$ cat src/rtl/cp0_except_ctrl.sv
// WB-stage exception/ERET controller: latches the MEM->WB bundle, prioritises
// exceptions against interrupts, commits to CP0 and holds a fetch redirect until acked.
module cp0_except_ctrl #(
  parameter logic [31:0] EX_ENTRY = 32'hbfc00380,
  parameter logic        INT_EN   = 1'b1
) (
  input  logic        clk,
  input  logic        rst,
  input  logic        ms_to_ws_valid,
  output logic        ws_allowin,
  input  logic [31:0] ms_pc,
  input  logic        ms_bd,
  input  logic [6:0]  ms_ex_vec,
  input  logic [31:0] ms_badvaddr,
  input  logic        ms_eret,
  input  logic [31:0] cp0_status,
  input  logic [31:0] cp0_cause,
  input  logic [31:0] cp0_epc,
  output logic        wb_ex,
  output logic [4:0]  wb_exccode,
  output logic        wb_bd,
  output logic [31:0] wb_pc,
  output logic [31:0] wb_badvaddr,
  output logic        eret_reflush,
  output logic        ws_retire,
  output logic        flush_req,
  output logic [31:0] flush_target,
  input  logic        fs_redirect_ack
);

  typedef enum logic [0:0] {
    IDLE     = 1'b0,
    REDIRECT = 1'b1
  } state_t;

  state_t      state, state_nxt;
  logic        ws_valid;
  logic [31:0] ws_pc;
  logic        ws_bd;
  logic [6:0]  ws_ex_vec;
  logic [31:0] ws_badvaddr;
  logic        ws_eret;
  logic        int_pend;
  logic        take_ex;
  logic        eret_commit;
  logic [4:0]  exc_code_sel;
  logic [31:0] badvaddr_sel;
  logic        unused_bits;

  // Ex-vector bits are ordered by priority: lowest set bit wins after Int.
  function automatic logic [4:0] exc_code(input logic intp, input logic [6:0] ex);
    if (intp)       exc_code = 5'h00;
    else if (ex[0]) exc_code = 5'h04;
    else if (ex[1]) exc_code = 5'h0a;
    else if (ex[2]) exc_code = 5'h0c;
    else if (ex[3]) exc_code = 5'h08;
    else if (ex[4]) exc_code = 5'h09;
    else if (ex[5]) exc_code = 5'h04;
    else if (ex[6]) exc_code = 5'h05;
    else            exc_code = 5'h00;
  endfunction

  function automatic logic [31:0] bad_addr(input logic intp, input logic [6:0] ex,
                                           input logic [31:0] pc, input logic [31:0] va);
    if (intp)                bad_addr = 32'h0;
    else if (ex[0])          bad_addr = pc;
    else if (|ex[4:1])       bad_addr = 32'h0;
    else if (ex[5] | ex[6])  bad_addr = va;
    else                     bad_addr = 32'h0;
  endfunction

  assign unused_bits = ^{cp0_status[31:16], cp0_status[7:2], cp0_cause[31:16], cp0_cause[7:0]};

  // WB latch: accept only while IDLE, so anything offered during a redirect is squashed.
  always_ff @(posedge clk) begin
    if (rst) begin
      ws_valid    <= 1'b0;
      ws_pc       <= 32'h0;
      ws_bd       <= 1'b0;
      ws_ex_vec   <= 7'h0;
      ws_badvaddr <= 32'h0;
      ws_eret     <= 1'b0;
    end else if (ms_to_ws_valid && ws_allowin && state == IDLE) begin
      ws_valid    <= 1'b1;
      ws_pc       <= ms_pc;
      ws_bd       <= ms_bd;
      ws_ex_vec   <= ms_ex_vec;
      ws_badvaddr <= ms_badvaddr;
      ws_eret     <= ms_eret;
    end else if (ws_allowin) begin
      ws_valid    <= 1'b0;
    end else begin
      ws_valid    <= ws_valid;
    end
  end

  // State register and redirect target; the EPC is captured in the ERET commit cycle.
  always_ff @(posedge clk) begin
    if (rst) begin
      state        <= IDLE;
      flush_target <= 32'h0;
    end else begin
      state <= state_nxt;
      if (take_ex)
        flush_target <= EX_ENTRY;
      else if (eret_commit)
        flush_target <= cp0_epc;
      else
        flush_target <= flush_target;
    end
  end

  // Next-state: acks only matter while a redirect is outstanding.
  always_comb begin
    state_nxt = state;
    case (state)
      IDLE:     if (take_ex || eret_commit) state_nxt = REDIRECT;
                else                        state_nxt = IDLE;
      REDIRECT: if (fs_redirect_ack)        state_nxt = IDLE;
                else                        state_nxt = REDIRECT;
      default:  state_nxt = IDLE;
    endcase
  end

  // Commit outputs, decoded from the registered WB bundle and state.
  always_comb begin
    int_pend     = INT_EN & cp0_status[0] & ~cp0_status[1]
                   & (|(cp0_status[15:8] & cp0_cause[15:8]));
    take_ex      = ws_valid & (state == IDLE) & (int_pend | (|ws_ex_vec));
    eret_commit  = ws_valid & (state == IDLE) & ws_eret & ~take_ex;
    exc_code_sel = exc_code(int_pend, ws_ex_vec);
    badvaddr_sel = bad_addr(int_pend, ws_ex_vec, ws_pc, ws_badvaddr);
    ws_allowin   = 1'b1;
    wb_ex        = take_ex;
    wb_exccode   = take_ex ? exc_code_sel : 5'h00;
    wb_badvaddr  = take_ex ? badvaddr_sel : 32'h0;
    wb_bd        = ws_bd;
    wb_pc        = ws_pc;
    eret_reflush = eret_commit;
    ws_retire    = ws_valid & (state == IDLE) & ~take_ex & ~ws_eret;
    flush_req    = (state == REDIRECT);
  end

endmodule

$ cat config.mk
export PLATFORM = sky130hd
export DESIGN_NAME = cp0_except_ctrl
export DESIGN_NICKNAME = d
export VERILOG_FILES = /design/src/rtl/cp0_except_ctrl.sv
export SDC_FILE = /design/constraint.sdc
export NUM_CORES = 1
export LEC_CHECK = 0
export ABC_AREA = 1
export BUFFER_PORTS_ARGS = -buffer_cell sky130_fd_sc_hd__buf_4
export CORE_MARGIN = 2
export CORE_UTILIZATION = 44
export DETAILED_ROUTE_END_ITERATION = 7
export HOLD_SLACK_MARGIN = 0.05
export PLACE_DENSITY = 0.76
export SYNTH_ARGS = -nofsm -noshare
export SYNTH_HDL_FRONTEND = slang
export SYNTH_SLANG_ARGS = --single-unit
$ cat constraint.sdc
create_clock -name clk -period 1.57 [get_ports clk]
set_clock_uncertainty 0.15 [all_clocks]
set_input_delay 0.157 -clock clk [delete_from_list [all_inputs] [get_ports clk]]
set_output_delay 0.157 -clock clk [all_outputs]
set_load 0.03 [all_outputs]
---- Word level (Yosys, flattened, before mapping) ----
Cells that the tools add are included.
storage, ports and cells
  register bits ........................... 107
  bits of input ports ..................... 173
  output and inout bits ................... 107
  logic and storage cells ................. 51
operators by class
  multiplexer cells ....................... 20
  bitwise logic cells ..................... 15
  reduce and logical (&&, ||, !) cells .... 7
operators with widths
  cell                 number
  $mux W32             7
  $mux W4              6
  $and A1 B1 Y1        8
  $and A8 B8 Y8        1
  $reduce_or A8 Y1     1
  $reduce_or A7 Y1     1
  $mux W3              2
  $mux W5              1
  $not A1 Y1           4
  $reduce_or A4 Y1     1
  $mux W1              3
  $or A1 B1 Y1         2
  $pmux W1 S2          1
  $reduce_bool A2 Y1   1
  $reduce_or A2 Y1     1
  $logic_and A1 B1 Y1  1
  $logic_or A1 B1 Y1   1

---- Longest topological paths before layout ----
Gate-level depths: netlist of the first run.
  depth in word-level cells ............... 10
  mapped depth ............................ 10
  depth with buffers taken out ............ 9

---- Least setup slack after synthesis of the first run ----
No wires, ideal clock.
  path kind ............................... register to output
  start ................................... reg ws_ex_vec[0]
  end ..................................... out wb_exccode[1]
  arrival time ............................ 1.596 ns
  required time ........................... 1.263 ns
  path slack .............................. -0.333 ns
  cell stages (with the launch flop) ...... 8
  path buffers ............................ 1
  path through ............................ dfxtp_1 -> buf_2 -> inv_2 -> nand4_4 -> nor2_8 -> a21oi_2 -> nand3_1 -> nor2_1
between the ends
  cells in the longest elaborated chain, start to end .. 4
  elaborated cells on any way between the ends .. 6
  classes of those cells .................. mux (3); bitwise (2); reduce/logical (1)
RTL lines
  element                 line  text
  start, declared         40    logic [6:0] ws_ex_vec;
  start signal, assigned  87    ws_ex_vec <= ms_ex_vec;
  $reduce_or A7 Y1        129   take_ex = ws_valid & (state == IDLE) & (int_pend | (|ws_ex_vec));
  $or A1 B1 Y1            129
  $and A1 B1 Y1           129
  named net wb_ex         19    output logic wb_ex,
  $mux W5                 135   wb_exccode = take_ex ? exc_code_sel : 5'h00;
  end, declared           20    output logic [4:0] wb_exccode,
The timed path passes the listed nets, and every way through them passes these cells.

---- Worst setup path in the final report of the first run ----
  start ................................... reg ws_ex_vec[4]
  end ..................................... out wb_badvaddr[8]
between the ends
  cells in the longest elaborated chain, start to end .. 5
  elaborated cells on any way between the ends .. 8
  classes of those cells .................. mux (4); bitwise (2); reduce/logical (2)
RTL lines
  element           line  text
  $reduce_or A4 Y1  67    else if (|ex[4:1]) bad_addr = 32'h0;
  $mux W32          67
  $mux W32          66    else if (ex[0]) bad_addr = pc;
  $mux W32          65    if (intp) bad_addr = 32'h0;
  $mux W32 *        136   wb_badvaddr = take_ex ? badvaddr_sel : 32'h0;
  end, declared     23    output logic [31:0] wb_badvaddr,
Mark *: on every way between the ends. The rest lies on a longest branch, timed or not.

==> results of run 1 <==
==> flip-flops by register name, indices dropped and copies added, names as in the netlist <==
| signal | cells |
|---|---|
| wb_bd | 1 |
| ws_ex_vec | 7 |
| ws_eret | 1 |
| ws_valid | 1 |
| ws_badvaddr | 32 |
| flush_req | 1 |
| flush_target | 32 |
| wb_pc | 32 |
==> worst max-delay path, cell delays in order (launching register included) <==
cell	delay, ps
dfxtp_2	340
inv_2	70
nand2_4	60
nor3_4	170
buf_6	180
clkbuf_16	150
nand3_2	80
nand2_2	100
nand2_2	70
nor2_4	110
buf_6	130
==> where the power goes <==
part / switching [mW] / total [mW] / internal, mW
clock network: 1.02 / 1.77 / 0.744
logic: 1.35 / 2.56 / 1.21
registers: 0.146 / 3.05 / 2.91
total: 2.52 / 7.38 / 4.86
==> area by class of cell <==
class                      instances  area (sq um)  share of cell area
sequential                       107          2150               0.223
clock buffer                      10           128              0.0132
antenna                            1          2.50            0.000259
multi-input combinational        531          3000               0.311
clock inverter                     6          65.1             0.00674
timing repair buffer             421          4030               0.418
inverter                          25           101              0.0105
tap                              140           175              0.0182
==> Yosys cell counts (all sizes together), types with 2 or more instances <==
cell      n
buf      33
nand2   151
nand3    35
clkbuf   25
nor2    189
nand4    33
dfxtp   107
a21oi    42
o21ai    74
inv      25
conb      2
nor3      2
==> how the worst max path moves through the flow <==
stage,start,slack [ps],endpoint,cells after the start
6_report,ws_ex_vec[4],-580,wb_badvaddr[8],10
4_1_cts,ws_ex_vec[4],-540,wb_badvaddr[4],10
3_5_place_dp,ws_ex_vec[3],-160,wb_badvaddr[23],9
5_1_grt,ws_ex_vec[3],-650,wb_badvaddr[8],10
2_1_floorplan,cp0_status[13],-60,wb_exccode[1],9
3_3_place_gp,cp0_status[13],-130,wb_badvaddr[0],10
==> timing repair <==
action | CTS | global route
resized for setup | 85 | 71
hold endpoints to repair | 107 | 0
hold buffers | 107 | 0
endpoints found under the setup margin | 72 | 72
pin swaps | 51 | 27
setup buffers | 14 | 15
cloned | 9 | 5
==> stage by stage <==
step	instance area, sq um	TNS (ps)
global route	9650	-34780
finish	9650	-30470
global placement	7350	-5540
floorplan	5260	-524
detailed placement	7350	-7770
CTS	9280	-28390
==> routing by layer <==
layer | wire length, um | track usage | share of wire
met3 | 1540 | 0.0403 | 0.067
met4 | 958 | 0.175 | 0.042
met2 | 11800 | 0.625 | 0.51
met1 | 8600 | 0.406 | 0.38
met5 | 0 | 0 | 0
==> cell families after synthesis <==
logic type	count (synthesis)	share of synthesized area
AND/OR/NAND/NOR	411	0.352
buffers and inverters	83	0.0748
AO/OA/AOI/OAI	117	0.136
flip-flops	107	0.436
other	2	0.00153
==> flow_metrics.env, run 1 <==
export IMPL_cts_sinks=107
export IMPL_synth_flop_cell="dfxtp_1"
export IMPL_synthTopCellsByArea="dfxtp_1 44%, nor2_1 14%, nand2_1 11%"
export IMPL_area_growth_synth_to_final_pct=96.3
export IMPL_dp_cells=1082
export IMPL_p_leak_nw=4.28
export IMPL_dp_hpwl_mm=11.6
export IMPL_dp_slack_ps=-164
export IMPL_clk_latency_ps=380
export IMPL_synth_top_area_frac=0.436
export IMPL_reg2reg_from="ws_ex_vec[3]"
export IMPL_maxCapViolCount=0
export IMPL_synth_seq_cells=107
export IMPL_critical_path_required_ps=1260
export IMPL_period_share=1.37
export IMPL_die_w_um=110
export IMPL_cts_buffers_inserted=9
export IMPL_nets=1268
export IMPL_fmax_ghz=0.466
export IMPL_gp_congestion=0.869
export IMPL_synthCells=720
export IMPL_post_drt_wl_per_cell_um=18.4
export IMPL_status="finished with violations"
export IMPL_p_per_area_nw_per_um2=764
export IMPL_ir_drop_v=0.000499
export IMPL_grt_pass1_wl_mm=32.5
export IMPL_drtAntennaViolNets=0
export IMPL_yosys_cell_types_count=26
export IMPL_min_from="ms_to_ws_valid"
export IMPL_avgSynthCellArea_sq_um=6.83
export IMPL_synthesis_area_sq_um=4920
export IMPL_crit_type="flop to primary output"
export IMPL_drv_slew=0
export IMPL_worstRegToRegCells=11
export IMPL_crit_arrival_ps=1840
export IMPL_post_route_util=0.886
export IMPL_hold_path_class="primary input to flop"
export IMPL_vias_per_cell=5.48
export IMPL_start_util=0.452
export IMPL_finalWorstSetupSlack_ps=-576
export IMPL_grt_max_degree=57
export IMPL_clk_path_buf_depth=2
export IMPL_drt_iter0_drc=730
export IMPL_final_hold_violation_count=0
export IMPL_critPathLaunchType="flop"
export IMPL_clockRootBuffer="clkbuf_8"
export IMPL_boundaryPins=280
export IMPL_drc_errors=0
export IMPL_rows=38
export IMPL_vias=6797
export IMPL_wl_mm=22.9
export IMPL_cts_tree="built"
export IMPL_dieArea_sq_um=12000
export IMPL_final_common_cell="buf_4"
export IMPL_violations="setup timing"
export IMPL_path_max_fanout=4
export IMPL_finalSetupViolCount=72
export IMPL_dieHeight_um=110
export IMPL_fin_cells=1241
export IMPL_whs_ps=186
export IMPL_grt_pass1_vias=6709
export IMPL_n_fill_cell=498
export IMPL_min_period_ps=2150
export IMPL_grt_antenna_before_repair=0
export IMPL_crit_path_end_kind="primary output"
export IMPL_power_total_mw=7.38
export IMPL_clkSlewWorstSetupHoldPaths_ps=110
export IMPL_rrSetupSlack_ps=-360
export IMPL_reg2reg_to="flush_target[20]"
export IMPL_grt_util_all_layers=0.348
export IMPL_yosysSeqAreaShare=0.436
export IMPL_yosys_warnings=0
export IMPL_min_delay_path_depth=4
export IMPL_core_area_sq_um=10900
export IMPL_grt_overflow=0
export IMPL_grt_setup_unrepaired="true"
export IMPL_first_pass_iters=5
export IMPL_cts_htree_levels=3
export IMPL_drive_gt1_frac=0.429
export IMPL_port_buffers=231
export IMPL_mostFrequentLayoutCells="236 x buf_4, 149 x nor2_1, 113 x nand2_1, 107 x dlygate4sd3_1, 102 x dfxtp_1"
export IMPL_synth_edf_count=0
export IMPL_min_to="ws_valid"
export IMPL_synth_top_area_cell="dfxtp_1"
export IMPL_synthArstFlopShare=0
export IMPL_synthesis_nets=893
(Power assumes the default switching activity.)
==> inputs of run 2 (changes only) <==
RECOVER_POWER = 25   (was unset)
REMOVE_ABC_BUFFERS = 1   (was unset)
==> run 2 against run 1 <==
Effect of this change: the flow still finishes with violations (setup timing); worst setup slack improved by 56 ps; global-route usage down 4.5 points; cell count shrank 2.1%; critical path type unchanged; power is 3.7% lower; cell area down 10%; first-iteration DRC count decreased by 5.8%; non-clock buffer count is 25 lower; sequential share of layout area rose by 2.5 points; largest cell class unchanged; die area did not move; wire length decreased by 10%; maximum frequency increased by 2.7%.
==> flow_metrics.env, run 2 (synthesized netlist as in run 1, its figures left out) <==
export IMPL_grt_antenna_before_repair=1
export IMPL_wl_mm=20.6
export IMPL_critPathLaunchType="flop"
export IMPL_min_period_ps=2090
export IMPL_n_fill_cell=733
export IMPL_rrSetupSlack_ps=-310
export IMPL_area_growth_synth_to_final_pct=76.0
export IMPL_dp_cells=1074
export IMPL_grt_util_met2=0.537
export IMPL_tightestPinTransition_ps=593
export IMPL_gp_congestion=0.801
export IMPL_cts_sinks=107
export IMPL_multi_input_area_sq_um=2620
export IMPL_nets=1243
export IMPL_dp_hpwl_mm=10.6
export IMPL_hold_path_class="primary input to flop"
export IMPL_start_util=0.452
export IMPL_met1_usage=0.341
export IMPL_clk_path_buf_depth=2
export IMPL_boundaryPins=280
export IMPL_vias=6397
export IMPL_core_area_sq_um=10900
export IMPL_path_max_fanout=8
export IMPL_maxCapViolCount=0
export IMPL_cts_htree_levels=3
export IMPL_drive_gt1_frac=0.329
export IMPL_cts_buffers_inserted=9
export IMPL_final_hold_violation_count=0
export IMPL_max_slew_margin=0.605
export IMPL_tns_ps=-24520
export IMPL_p_per_area_nw_per_um2=821
export IMPL_path_delay_family="buffers and inverters"
export IMPL_cts_tree="built"
export IMPL_rows=38
export IMPL_period_share=1.33
export IMPL_die_w_um=110
export IMPL_first_pass_iters=5
export IMPL_gr_max_usage_layer="met2"
export IMPL_crit_type="flop to primary output"
export IMPL_grt_pass1_wl_mm=28.7
export IMPL_grt_pass1_vias=5959
export IMPL_drt_iter0_drc=688
export IMPL_clk_latency_ps=360
export IMPL_grt_max_degree=60
export IMPL_finalSetupViolCount=79
export IMPL_crit_top_cell="inv_2"
export IMPL_drc_errors=0
export IMPL_clockRootBuffer="clkbuf_8"
export IMPL_crit_path_end_kind="primary output"
export IMPL_regArea_sq_um=2140
export IMPL_drv_slew=0
export IMPL_cp_buffers_inverters=4
export IMPL_post_drt_wl_per_cell_um=16.9
export IMPL_clkSlewWorstSetupHoldPaths_ps=90
export IMPL_mostFrequentLayoutCells="215 x buf_4, 175 x nor2_1, 141 x nand2_1, 107 x dlygate4sd3_1, 105 x dfxtp_1"
export IMPL_grt_overflow=0
export IMPL_ir_drop_v=0.000597
export IMPL_port_buffers=231
export IMPL_dieArea_sq_um=12000
export IMPL_crit_arrival_ps=1780
export IMPL_drtAntennaViolNets=0
export IMPL_slowest_stage="dfxtp_1"
export IMPL_grt_setup_unrepaired="true"
export IMPL_whs_ps=120
export IMPL_fmax_ghz=0.478
export IMPL_fin_cells=1215
export IMPL_grt_util_all_layers=0.303
export IMPL_finalWorstSetupSlack_ps=-521
export IMPL_met3_usage=0.0824
export IMPL_status="finished with violations"
export IMPL_dieHeight_um=110
export IMPL_critical_path_required_ps=1260
export IMPL_violations="setup timing"
export IMPL_max_stage_delay_ps=330
export IMPL_final_common_cell="buf_4"
export IMPL_crit_chain="inv_2 -> nand2_1 -> inv_2 -> nand2_4 -> clkbuf_16 -> nor2_2 -> buf_6"
export IMPL_p_leak_nw=3.91
export IMPL_vias_per_cell=5.27
-- run 2: area by class of cell --
| class | count | share of cell area |
|---|---|---|
| inverter | 25 | 0.0108 |
| clock inverter | 4 | 0.00882 |
| sequential | 107 | 0.248 |
| tap | 140 | 0.0202 |
| timing repair buffer | 396 | 0.394 |
| clock buffer | 11 | 0.0152 |
| antenna | 1 | 0.000289 |
| multi-input combinational | 531 | 0.303 |
-- run 2: power by group --
part / internal, mW / switching [mW] / leakage, nW
clock: 0.897 / 0.970 / 0.0996
sequential: 2.90 / 0.143 / 0.884
combinational: 1.01 / 1.18 / 2.92
total: 4.82 / 2.29 / 3.91
-- run 2: metrics by stage --
step | utilization | setup slack (ps) | cell area [sq um] | power [mW]
2_1_floorplan | - | -1580 | 4640 | 3.90
3_3_place_gp | 0.641 | -144 | 6970 | 4.71
3_5_place_dp | 0.641 | -147 | 6970 | 4.73
4_1_cts | 0.779 | -509 | 8480 | 6.88
5_1_grt | 0.795 | -648 | 8660 | 7.37
6_report | 0.795 | -521 | 8660 | 7.11
-- run 2: what timing repair did --
item,CTS,global route
cloned,2,5
hold buffers,107,0
pin swaps,8,23
setup buffers,8,4
resized for setup,32,55
endpoints found under the setup margin,72,72
endpoints found under the hold margin,107,0
-- run 2: tightest hold or removal path: stages --
cell and delay (ps):
buf_4 80, nand2_2 100, o21ai_0 200, a21oi_1 50
-- run 2: path summary, 6_finish.rpt --
check	cells after the start	to	start
setup / recovery	7	wb_badvaddr[18]	flush_req
hold / removal	4	ws_ex_vec[2]	ms_to_ws_valid
setup reg to reg	10	flush_target[15]	ws_ex_vec[3]
hold reg to reg	2	flush_target[16]	flush_target[16]
-- run 2: per-layer routing --
layer,vias up,part of all wire
met5,-,0
li1,3015,-
met1,2932,0.36
met3,68,0.095
met4,0,0.036
met2,382,0.51
==> inputs of run 3 (changes only) <==
ABC_AREA = unset   (was 1)
CORE_AREA = 2 2 108 110   (was unset)
CORE_MARGIN = unset   (was 2)
CORE_UTILIZATION = unset   (was 44)
DIE_AREA = 0 0 110 112   (was unset)
PLACE_DENSITY = 0.71   (was 0.76)
==> run 3 against run 2 <==
Effect of this change: the run still ends with setup timing left; critical path depth increased by 1; first-iteration DRC count decreased by 24%; synthesized cell count decreased by 23%; maximum frequency decreased by 10%; clock power increased by 13%; die area increased by 2.3%; power decreased by 4.3%; non-clock buffer count decreased by 6; cell area decreased by 5.6%; sequential power decreased by 2%; count of clock-buffer cells in the layout increased by 4; register-to-register slack got worse by 370 ps; critical endpoint is now wb_badvaddr[30]; largest cell class unchanged; largest power group unchanged.
==> flow_metrics.env, run 3 <==
export IMPL_status="finished with violations"
export IMPL_violations="setup timing"
export IMPL_min_from="ms_to_ws_valid"
export IMPL_gp_congestion=0.799
export IMPL_boundaryPins=280
export IMPL_cts_tree="built"
export IMPL_crit_top_cell="buf_4"
export IMPL_synthSimpleGateAreaFrac=0.213
export IMPL_nets=1081
export IMPL_final_common_cell="buf_4"
export IMPL_yosys_mux_area_fraction=0
export IMPL_synth_seq_cells=107
export IMPL_n_fill_cell=794
export IMPL_synth_top_area_frac=0.493
export IMPL_critical_path_required_ps=1260
export IMPL_synth_edf_count=0
export IMPL_first_pass_iters=5
export IMPL_core_area_sq_um=11200
export IMPL_reg2reg_from="ws_ex_vec[0]"
export IMPL_reg2reg_to="flush_target[9]"
export IMPL_synthArstFlopShare=0
export IMPL_synthCells=555
export IMPL_cp_buffers_inverters=4
export IMPL_tightestPinTransition_ps=662
export IMPL_path_delay_family="buffers and inverters"
export IMPL_fin_cells=1056
export IMPL_cts_htree_levels=3
export IMPL_final_hold_violation_count=0
export IMPL_rrSetupSlack_ps=-680
export IMPL_crit_arrival_ps=2030
export IMPL_min_period_ps=2330
export IMPL_maxCapViolCount=0
export IMPL_multi_input_area_sq_um=2200
export IMPL_port_buffers=231
export IMPL_dpl_instance_area_sq_um=6350
export IMPL_rows=39
export IMPL_max_stage_delay_ps=320
export IMPL_min_to="ws_valid"
export IMPL_num_antenna_cells=0
export IMPL_grt_antenna_before_repair=0
export IMPL_yosys_cell_types_count=33
export IMPL_dp_cells=912
export IMPL_die_w_um=110
export IMPL_max_slew_margin=0.555
export IMPL_whs_ps=181
export IMPL_clk_latency_ps=330
export IMPL_area_growth_synth_to_final_pct=87.9
export IMPL_dieArea_sq_um=12300
export IMPL_dieHeight_um=112
export IMPL_synthesis_area_sq_um=4350
export IMPL_grt_pass1_vias=5365
export IMPL_p_per_area_nw_per_um2=832
export IMPL_critPathLaunchType="flop"
export IMPL_ir_drop_v=0.000506
export IMPL_grt_setup_unrepaired="true"
export IMPL_yosys_warnings=0
export IMPL_drv_slew=0
export IMPL_period_share=1.49
export IMPL_finalSetupViolCount=72
export IMPL_clk_path_buf_depth=2
export IMPL_grt_pass1_wl_mm=26.4
export IMPL_drc_errors=0
export IMPL_drive_gt1_frac=0.332
export IMPL_p_leak_nw=3.41
export IMPL_slowest_stage="dfxtp_2"
export IMPL_crit_path_end_kind="primary output"
export IMPL_mostFrequentLayoutCells="216 x buf_4, 146 x nand2_1, 107 x dlygate4sd3_1, 103 x dfxtp_1, 93 x a21oi_1"
export IMPL_drt_iter0_drc=524
export IMPL_wl_mm=18.1
export IMPL_yosysSeqAreaShare=0.493
export IMPL_post_drt_wl_per_cell_um=17.2
export IMPL_path_max_fanout=5
export IMPL_worstRegToRegCells=7
export IMPL_cts_buffers_inserted=9
export IMPL_vias_per_cell=5.29
export IMPL_grt_overflow=0
export IMPL_crit_chain="nor4_2 -> buf_4 -> nor3b_4 -> buf_6 -> clkbuf_16 -> a22oi_1 -> nor2_1 -> buf_4"
export IMPL_finalInstanceArea_sq_um=8170
export IMPL_min_delay_path_depth=4
export IMPL_cts_sinks=107
export IMPL_crit_type="flop to primary output"
export IMPL_synth_most_common_cell="nand2_1"
export IMPL_regArea_sq_um=2150
export IMPL_dp_hpwl_mm=9.96
export IMPL_synth_top_family_by_area="compound AO/OA/AOI/OAI gates"
export IMPL_avgSynthCellArea_sq_um=7.84
export IMPL_clockRootBuffer="clkbuf_16"
export IMPL_finalWorstSetupSlack_ps=-762
export IMPL_yosys_area_share_xor_xnor=0
export IMPL_start_util=0.389
export IMPL_synth_fa_ha_area_frac=0
export IMPL_drtAntennaViolNets=0
export IMPL_synth_compound_area_share=0.244
export IMPL_power_total_mw=6.80
export IMPL_synth_flop_cell="dfxtp_1"
export IMPL_clkSlewWorstSetupHoldPaths_ps=70
export IMPL_synthTopCellsByArea="dfxtp_1 49%, nand2_1 13%, a21oi_1 11%"
export IMPL_hold_path_class="primary input to flop"
export IMPL_fmax_ghz=0.429
export IMPL_synth_top_area_cell="dfxtp_1"
export IMPL_grt_util_all_layers=0.272
export IMPL_vias=5591
export IMPL_grt_max_degree=60
export IMPL_yosys_top_cells_count="148 x nand2_1, 107 x dfxtp_1, 95 x a21oi_1, 41 x clkbuf_1, 35 x nor2_1"
==> run 3: changes by cell type in the layout (fill, tap and decap cells not counted), moves of 8 or more <==
cell       before  now
buf_6          24   16
o21ai_0        74   20
nand4_1        32    0
a21oi_1         8   93
a21oi_2        33    2
a22oi_1         0   19
a22oi_2         0   13
inv_2          10    1
clkbuf_16       3   12
nand3_2         8    0
nor2_1        175   30
inv_1          15    2
o221a_1         0    9
==> run 3: routing by layer <==
metal	share of wire	vias to the layer above	wire, um	track usage
li1	-	2613	-	-
met1	0.38	2615	6830	0.316
met2	0.50	314	9020	0.471
met3	0.098	49	1780	0.0650
met4	0.027	0	487	0.115
met5	0	-	0	0
==> run 3: how the worst max path moves through the flow <==
stage | from | end | slack [ps] | cells after the start
6_report | ws_ex_vec[4] | wb_badvaddr[30] | -760 | 8
3_3_place_gp | cp0_status[14] | wb_badvaddr[8] | -470 | 7
2_1_floorplan | cp0_status[14] | wb_exccode[1] | -1870 | 4
5_1_grt | ws_ex_vec[4] | wb_badvaddr[14] | -830 | 8
4_1_cts | ws_ex_vec[4] | wb_badvaddr[30] | -740 | 8
3_5_place_dp | cp0_status[14] | flush_target[31] | -460 | 5
==> run 3: cells by family after synthesis <==
group | Yosys count
AOI/OAI and AO/OA | 170
buffers and inverters | 52
DFF | 107
other | 2
and+or+nand+nor | 224
==> run 3: report_power, final <==
group	leakage, nW	total, mW	switching, mW	internal, mW
clock network	0.130	2.12	0.949	1.17
registers	0.879	2.98	0.113	2.87
logic	2.40	1.70	0.859	0.844
total	3.41	6.80	1.92	4.88
==> run 3: layout make-up <==
cell class	count	share of cell area
Timing Repair Buffer	390	0.411
Multi-Input combinational cell	397	0.269
Sequential cell	107	0.263
Clock buffer	15	0.0328
Tap cell	143	0.0219
Inverter	3	0.00138
Clock inverter	1	0.000919
==> run 3: worst register-to-register path: cells and delay by family, from the launching register on <==
kind	cells	cell delay (ps)
simple gates	3	820
buf+inv	3	630
flops	1	320
compound gates	1	240
==> run 3: what timing repair did <==
item / in CTS / in global routing
endpoints found under the setup margin: 72 / 72
gates cloned: 6 / 4
pin swaps: 11 / 28
hold endpoints to repair: 106 / 0
hold buffers: 107 / 0
setup buffers: 8 / 4
gates resized for setup: 47 / 29
==> run 3: through the flow <==
| stage | util | setup slack, ps | setup TNS [ps] |
|---|---|---|---|
| after floorplan | - | -1870 | -217540 |
| after global placement | 0.569 | -465 | -26430 |
| after detailed placement | 0.569 | -459 | -27360 |
| after CTS | 0.723 | -743 | -43670 |
| after global routing | 0.731 | -826 | -50400 |
| final | 0.731 | -762 | -45290 |
